**src/rtl/ram_loader_pkg.sv**
```systemverilog
`default_nettype none
// +------------------------------------------------------------------+
// | ram_loader_pkg : shared types and constants for the RAM loader    |
// | Revision 1.0                                                      |
// +------------------------------------------------------------------+
package ram_loader_pkg;

  typedef enum logic [2:0] {
    HDR_LO    = 3'd0,
    HDR_HI    = 3'd1,
    BYTE_WAIT = 3'd2,
    SETUP     = 3'd3,
    WRITE     = 3'd4,
    DONE      = 3'd5
  } loader_state_t;

  localparam int HDR_BYTES = 2;
  localparam int LEN_BITS  = 16;

  // States in which the stream port accepts a byte.
  function automatic logic accepts_bytes(input loader_state_t s);
    return (s == HDR_LO) || (s == HDR_HI) || (s == BYTE_WAIT);
  endfunction

endpackage
`default_nettype wire

```
**src/rtl/ram_loader_ram_bus_mux.sv**
```systemverilog
`default_nettype none
// +------------------------------------------------------------------+
// | ram_bus_mux : selects RAM bus owner, loader or CPU                |
// | Revision 1.0                                                      |
// +------------------------------------------------------------------+
module ram_bus_mux #(
  parameter int ADDR_BITS = 16,
  parameter int DATA_BITS = 8
) (
  input  logic                 sel,
  input  logic                 ldr_we,
  input  logic [ADDR_BITS-1:0] ldr_address,
  input  logic [DATA_BITS-1:0] ldr_data,
  input  logic                 cpu_we,
  input  logic [ADDR_BITS-1:0] cpu_address,
  input  logic [DATA_BITS-1:0] cpu_data,
  output logic                 ram_write_enable,
  output logic [ADDR_BITS-1:0] ram_address,
  output logic [DATA_BITS-1:0] ram_data_in
);

  assign ram_write_enable = sel ? cpu_we      : ldr_we;
  assign ram_address      = sel ? cpu_address : ldr_address;
  assign ram_data_in      = sel ? cpu_data    : ldr_data;

endmodule
`default_nettype wire

```
**src/rtl/ram_loader.sv**
```systemverilog
`default_nettype none
// +------------------------------------------------------------------+
// | ram_loader : length-prefixed stream loader, owns RAM until done   |
// | Revision 1.0                                                      |
// +------------------------------------------------------------------+
module ram_loader
  import ram_loader_pkg::*;
#(
  parameter int ADDR_BITS = 16,
  parameter int DATA_BITS = 8
) (
  input  logic                 clk,
  input  logic                 rst_n,
  input  logic                 in_valid,
  output logic                 in_ready,
  input  logic [DATA_BITS-1:0] in_data,
  input  logic                 start,
  output logic                 cpu_run,
  output logic                 load_error,
  input  logic                 cpu_we,
  input  logic [ADDR_BITS-1:0] cpu_address,
  input  logic [DATA_BITS-1:0] cpu_data,
  output logic                 ram_write_enable,
  output logic [ADDR_BITS-1:0] ram_address,
  output logic [DATA_BITS-1:0] ram_data_in
);

  localparam int          HDR_BITS  = HDR_BYTES * 8;
  localparam int unsigned RAM_WORDS = 32'd1 << ADDR_BITS;

  loader_state_t          state_q, state_d;
  logic                   ready_q, ready_d;
  logic [7:0]             len_lo_q, len_lo_d;
  logic [LEN_BITS-1:0]    remaining_q, remaining_d;
  logic [ADDR_BITS:0]     wr_addr_q, wr_addr_d;
  logic                   load_error_q, load_error_d;
  logic                   ldr_we_q, ldr_we_d;
  logic [ADDR_BITS-1:0]   ldr_addr_q, ldr_addr_d;
  logic [DATA_BITS-1:0]   ldr_data_q, ldr_data_d;

  logic                   w_xfer;
  logic [HDR_BITS-1:0]    w_hdr_len;

  assign w_xfer    = in_valid && ready_q;
  assign w_hdr_len = {in_data[7:0], len_lo_q};

  always_ff @(posedge clk or negedge rst_n) begin
    if (!rst_n) begin
      state_q      <= HDR_LO;
      ready_q      <= 1'b0;
      len_lo_q     <= '0;
      remaining_q  <= '0;
      wr_addr_q    <= '0;
      load_error_q <= 1'b0;
      ldr_we_q     <= 1'b0;
      ldr_addr_q   <= '0;
      ldr_data_q   <= '0;
    end else begin
      state_q      <= state_d;
      ready_q      <= ready_d;
      len_lo_q     <= len_lo_d;
      remaining_q  <= remaining_d;
      wr_addr_q    <= wr_addr_d;
      load_error_q <= load_error_d;
      ldr_we_q     <= ldr_we_d;
      ldr_addr_q   <= ldr_addr_d;
      ldr_data_q   <= ldr_data_d;
    end
  end

  // Address/data are captured on entry to SETUP and held until the next
  // byte, so they stay stable before, during and after the write pulse.
  always_comb begin
    state_d      = state_q;
    len_lo_d     = len_lo_q;
    remaining_d  = remaining_q;
    wr_addr_d    = wr_addr_q;
    load_error_d = load_error_q;
    ldr_we_d     = 1'b0;
    ldr_addr_d   = ldr_addr_q;
    ldr_data_d   = ldr_data_q;
    unique case (state_q)
      HDR_LO: begin
        if (w_xfer) begin
          len_lo_d = in_data[7:0];
          state_d  = HDR_HI;
        end
      end
      HDR_HI: begin
        if (w_xfer) begin
          if (32'(w_hdr_len) > RAM_WORDS) begin
            load_error_d = 1'b1;
          end
          if (w_hdr_len == '0) begin
            state_d = DONE;
          end else begin
            state_d     = BYTE_WAIT;
            wr_addr_d   = '0;
            remaining_d = w_hdr_len;
          end
        end
      end
      BYTE_WAIT: begin
        if (w_xfer) begin
          if (!wr_addr_q[ADDR_BITS]) begin
            ldr_addr_d = wr_addr_q[ADDR_BITS-1:0];
            ldr_data_d = in_data;
            state_d    = SETUP;
          end else begin
            // RAM full: consume and discard the byte.
            remaining_d = remaining_q - LEN_BITS'(1);
            state_d     = (remaining_q == LEN_BITS'(1)) ? DONE : BYTE_WAIT;
          end
        end
      end
      SETUP: begin
        ldr_we_d = 1'b1;
        state_d  = WRITE;
      end
      WRITE: begin
        wr_addr_d   = wr_addr_q + (ADDR_BITS + 1)'(1);
        remaining_d = remaining_q - LEN_BITS'(1);
        state_d     = (remaining_q == LEN_BITS'(1)) ? DONE : BYTE_WAIT;
      end
      DONE: begin
        if (start) begin
          state_d      = HDR_LO;
          load_error_d = 1'b0;
        end
      end
      default: begin
        state_d = HDR_LO;
      end
    endcase
    ready_d = accepts_bytes(state_d);
  end

  assign in_ready   = ready_q;
  assign cpu_run    = (state_q == DONE);
  assign load_error = load_error_q;

  ram_bus_mux #(
    .ADDR_BITS (ADDR_BITS),
    .DATA_BITS (DATA_BITS)
  ) u_ram_bus_mux (
    .sel              (cpu_run),
    .ldr_we           (ldr_we_q),
    .ldr_address      (ldr_addr_q),
    .ldr_data         (ldr_data_q),
    .cpu_we           (cpu_we),
    .cpu_address      (cpu_address),
    .cpu_data         (cpu_data),
    .ram_write_enable (ram_write_enable),
    .ram_address      (ram_address),
    .ram_data_in      (ram_data_in)
  );

endmodule
`default_nettype wire
```
**config.mk**
```make
export PLATFORM = sky130hd
export DESIGN_NAME = ram_loader
export DESIGN_NICKNAME = d
export VERILOG_FILES = /design/src/rtl/ram_loader_pkg.sv /design/src/rtl/ram_loader_ram_bus_mux.sv /design/src/rtl/ram_loader.sv
export SDC_FILE = /design/constraint.sdc
export NUM_CORES = 1
export LEC_CHECK = 0
export ABC_CLOCK_PERIOD_IN_PS = 2000
export CAP_MARGIN = 0
export CORE_MARGIN = 1
export CORE_UTILIZATION = 35
export CTS_BUF_LIST = sky130_fd_sc_hd__clkbuf_4 sky130_fd_sc_hd__clkbuf_8
export DETAILED_ROUTE_END_ITERATION = 6
export PLACE_DENSITY_LB_ADDON = 0.1
export SLEW_MARGIN = 10
export SYNTH_ARGS = -nofsm -noshare
export SYNTH_HDL_FRONTEND = slang
export SYNTH_SLANG_ARGS = --single-unit
export TNS_END_PERCENT = 1
```
**constraint.sdc**
```tcl
create_clock -name clk -period 2 [get_ports clk]
set_clock_uncertainty 0.2 [all_clocks]
set_input_delay 0.3 -clock clk [delete_from_list [all_inputs] [get_ports clk]]
set_output_delay 0.3 -clock clk [all_outputs]
set_load 0.02 [all_outputs]
```
==> flow_summary.yaml <==
grt:
  grt_pass1_vias: 3230
  antenna_found_initial: 0
  grt_max_degree: 41
  grt_pass1_wl_mm: 16.3
  grt.total_usage: 0.189
  grt-ovfl-total: 0
clock_tree:
  clk_pin_slew_ns: 0.08
  cts_max_level: 3
  numCtsBuffers: 9
  insertion_delay_ns: 0.35
  clockBufferDepth: 2
  cts_tree: "done"
  cts_sinks: 70
  root_buffer: "clkbuf_8"
synthesis:
  synth-main-ff-cell: "dfrtp_1"
  synth_cells: 402
  ys_top_cells_by_area: "dfrtp_1, nand2_1, mux2_2"
  yosysWarnings: 0
  synth-edff-count: 0
  async_flop_share: 1.00
  synth_top_cell_by_area: "dfrtp_1"
  seq_area_frac_synth: 0.471
  ys_ff_latch: 70
  synth_top_area_frac: 0.471
  synth_nets: 442
  ys_types: 58
  netlist_area_mm2: 0.00372
  synth_area_per_cell_um2: 9.26
worst_setup_path:
  critPathMaxStageDelay_ns: 0.56
  cpLargestDelayFamily: "simple AND/OR/NAND/NOR gates"
  cp.arrival_ns: 2.19
  cp_cell_sequence: "or4_4, nor4b_4, nand4b_2, a211o_1, nand4b_1"
  crit_path_start_kind: "register"
  cpMaxStageDelayCell: "or4_4"
  path_max_fanout: 3
  r2r_cells: 5
  cp_data_required_time_ns: 2.08
  startpoint: "remaining_q[12]"
  r2r_end: "state_q[0]"
  worst-path-stages: 5
  r2r_start: "remaining_q[12]"
  cp-endpoint: "state_q[0]"
  crit_path_end_kind: "register"
  critPathKind: "register to register"
  ff2ff_setup_slack_ns: -0.11
  crit_buf_inv: 0
placed_design:
  post-place-ws_ns: -0.317
  dp_hpwl_mm: 7.17
  place_inst: 653
  dpl_cell_area_mm2: 0.00498
  port_buffers: 63
  gp_congestion: 0.836
pwr:
  pwr_density_cell_mw_per_mm2: 1330
  leakagePower_nw: 2.45
  peakVddDrop_mv: 0.680
floorplan:
  ios: 65
  start_util: 0.361
  die_width_um: 105
  dieArea_mm2: 0.0111
  std_cell_rows: 37
  fp.coreArea_mm2: 0.0103
  die_h_um: 105
sta:
  final-setup-viol-count: 9
  hold_violations: 0
  layout_min_cycle_time_ns: 2.11
  min_period_over_period: 1.05
  maxSlewHeadroom: 0.649
  hold_ws_ns: 0.285
  finalWorstSetupSlack_ns: -0.108
  rsz0062_at_grt: "true"
  slew_violations: 0
  tightestPinTransition_ns: 0.527
  fmax_mhz: 474
layout:
  multi_input_area_mm2: 0.00189
  layout_common_cells: "nand2_1, dfrtp_1, buf_4"
  stdcell_count: 671
  fillers: 1008
  diodes: 0
  layout_commonest_cell: "nand2_1"
  seqCellArea_mm2: 0.00175
  fin_area_mm2: 0.00519
  nets: 570
  area_growth_pct: 39.4
  drive_gt1_frac: 0.312
route:
  post_drt_wl_per_cell_um: 14.4
  routed_wl_mm: 9.65
  drc: 0
  initialDrtViolationCount: 107
  vias_per_cell: 4.91
  vias: 3297
  firstDrtPassIters: 4
  ant_nets: 0
outcome:
  violations: "setup timing"
  status: "finished with violations"
run:
  drv_cap: 0
min_path:
  hp-class: "input pin to async pin"
layout make-up:
class / count / area share
clock buffers: 9 / 0.0239
clock inverters: 7 / 0.0142
inverters: 7 / 0.00603
multi-input cells: 305 / 0.365
flip-flops and latches: 70 / 0.338
well taps: 136 / 0.0328
repair buffers: 137 / 0.220
stage by stage:
stage | setup TNS (ns) | util | total power, mW
detailed placement | -15.65 | 0.483 | 5.87
finish | -0.405 | 0.502 | 6.91
global route | -2.27 | 0.502 | 7.44
global placement | -14.52 | 0.483 | 5.82
CTS | -0.496 | 0.500 | 6.92
floorplan | 0 | - | 4.27
flip-flops by register name, indices dropped and copies added (netlist names):
signal,cells
remaining_q,16
wr_addr_q,17
ldr_data_q,8
len_lo_q,8
state_q,3
in_ready,1
ldr_we_q,1
ldr_addr_q,16
logic make-up (layout without fill, tap and decap cells):
logic type / Yosys count / count (layout) / share of synthesized area
xor+xnor: 15 / 15 / 0.0353
mux: 29 / 29 / 0.0874
simple gates: 188 / 188 / 0.244
flops: 70 / 70 / 0.471
buf+inv: 27 / 160 / 0.0410
compound gates: 69 / 69 / 0.110
fa+ha+maj: 3 / 3 / 0.0101
other cells: 1 / 1 / 0.00101
worst min-delay path by stage:
| stage | depth (start not counted) | to |
|---|---|---|
| 2_1_floorplan | 0 | in_ready |
| 3_3_place_gp | 1 | ldr_data_q[3] |
| 3_5_place_dp | 1 | ldr_data_q[3] |
| 4_1_cts | 2 | ldr_data_q[0] |
| 5_1_grt | 1 | ldr_addr_q[9] |
| 6_report | 2 | ldr_data_q[3] |
layer usage:
layer / up-vias / part of all wire / track usage / routed length [µm]
met5: - / 0 / 0 / 0
met4: 0 / 0.010 / 0.0543 / 99
met1: 1581 / 0.49 / 0.266 / 4690
li1: 1651 / - / - / -
met2: 58 / 0.47 / 0.293 / 4510
met3: 7 / 0.036 / 0.0405 / 348
worst register-to-register path, delay by kind of cell (launching register included):
kind            cells  cell delay [ns]
simple gates        4             1.13
flops               1             0.39
compound gates      1             0.31
power breakdown:
| group | internal, mW | switching (mW) | total (mW) |
|---|---|---|---|
| sequential | 1.95 | 0.394 | 2.35 |
| combinational | 1.66 | 1.76 | 3.42 |
| clock | 0.579 | 0.565 | 1.14 |
repair_timing:
action | in CTS | in global routing
resized for setup | 108 | 21
endpoints found under the hold margin | 19 | 0
hold buffers | 1 | 0
pin swaps | 1 | 1
setup endpoints to repair | 48 | 77
buffers inserted | 1 | 0
cell usage after synthesis, drive strengths merged, types with 7 or more instances:
library cell  instances
a21oi                22
buf                  10
clkbuf               10
dfrtp                70
mux2                 28
nand2               105
nand3                 7
nand4                11
nor2                 27
nor3                  7
o21ai                27
xor2                  9
No activity file was read; power rests on OpenSTA's default activity.
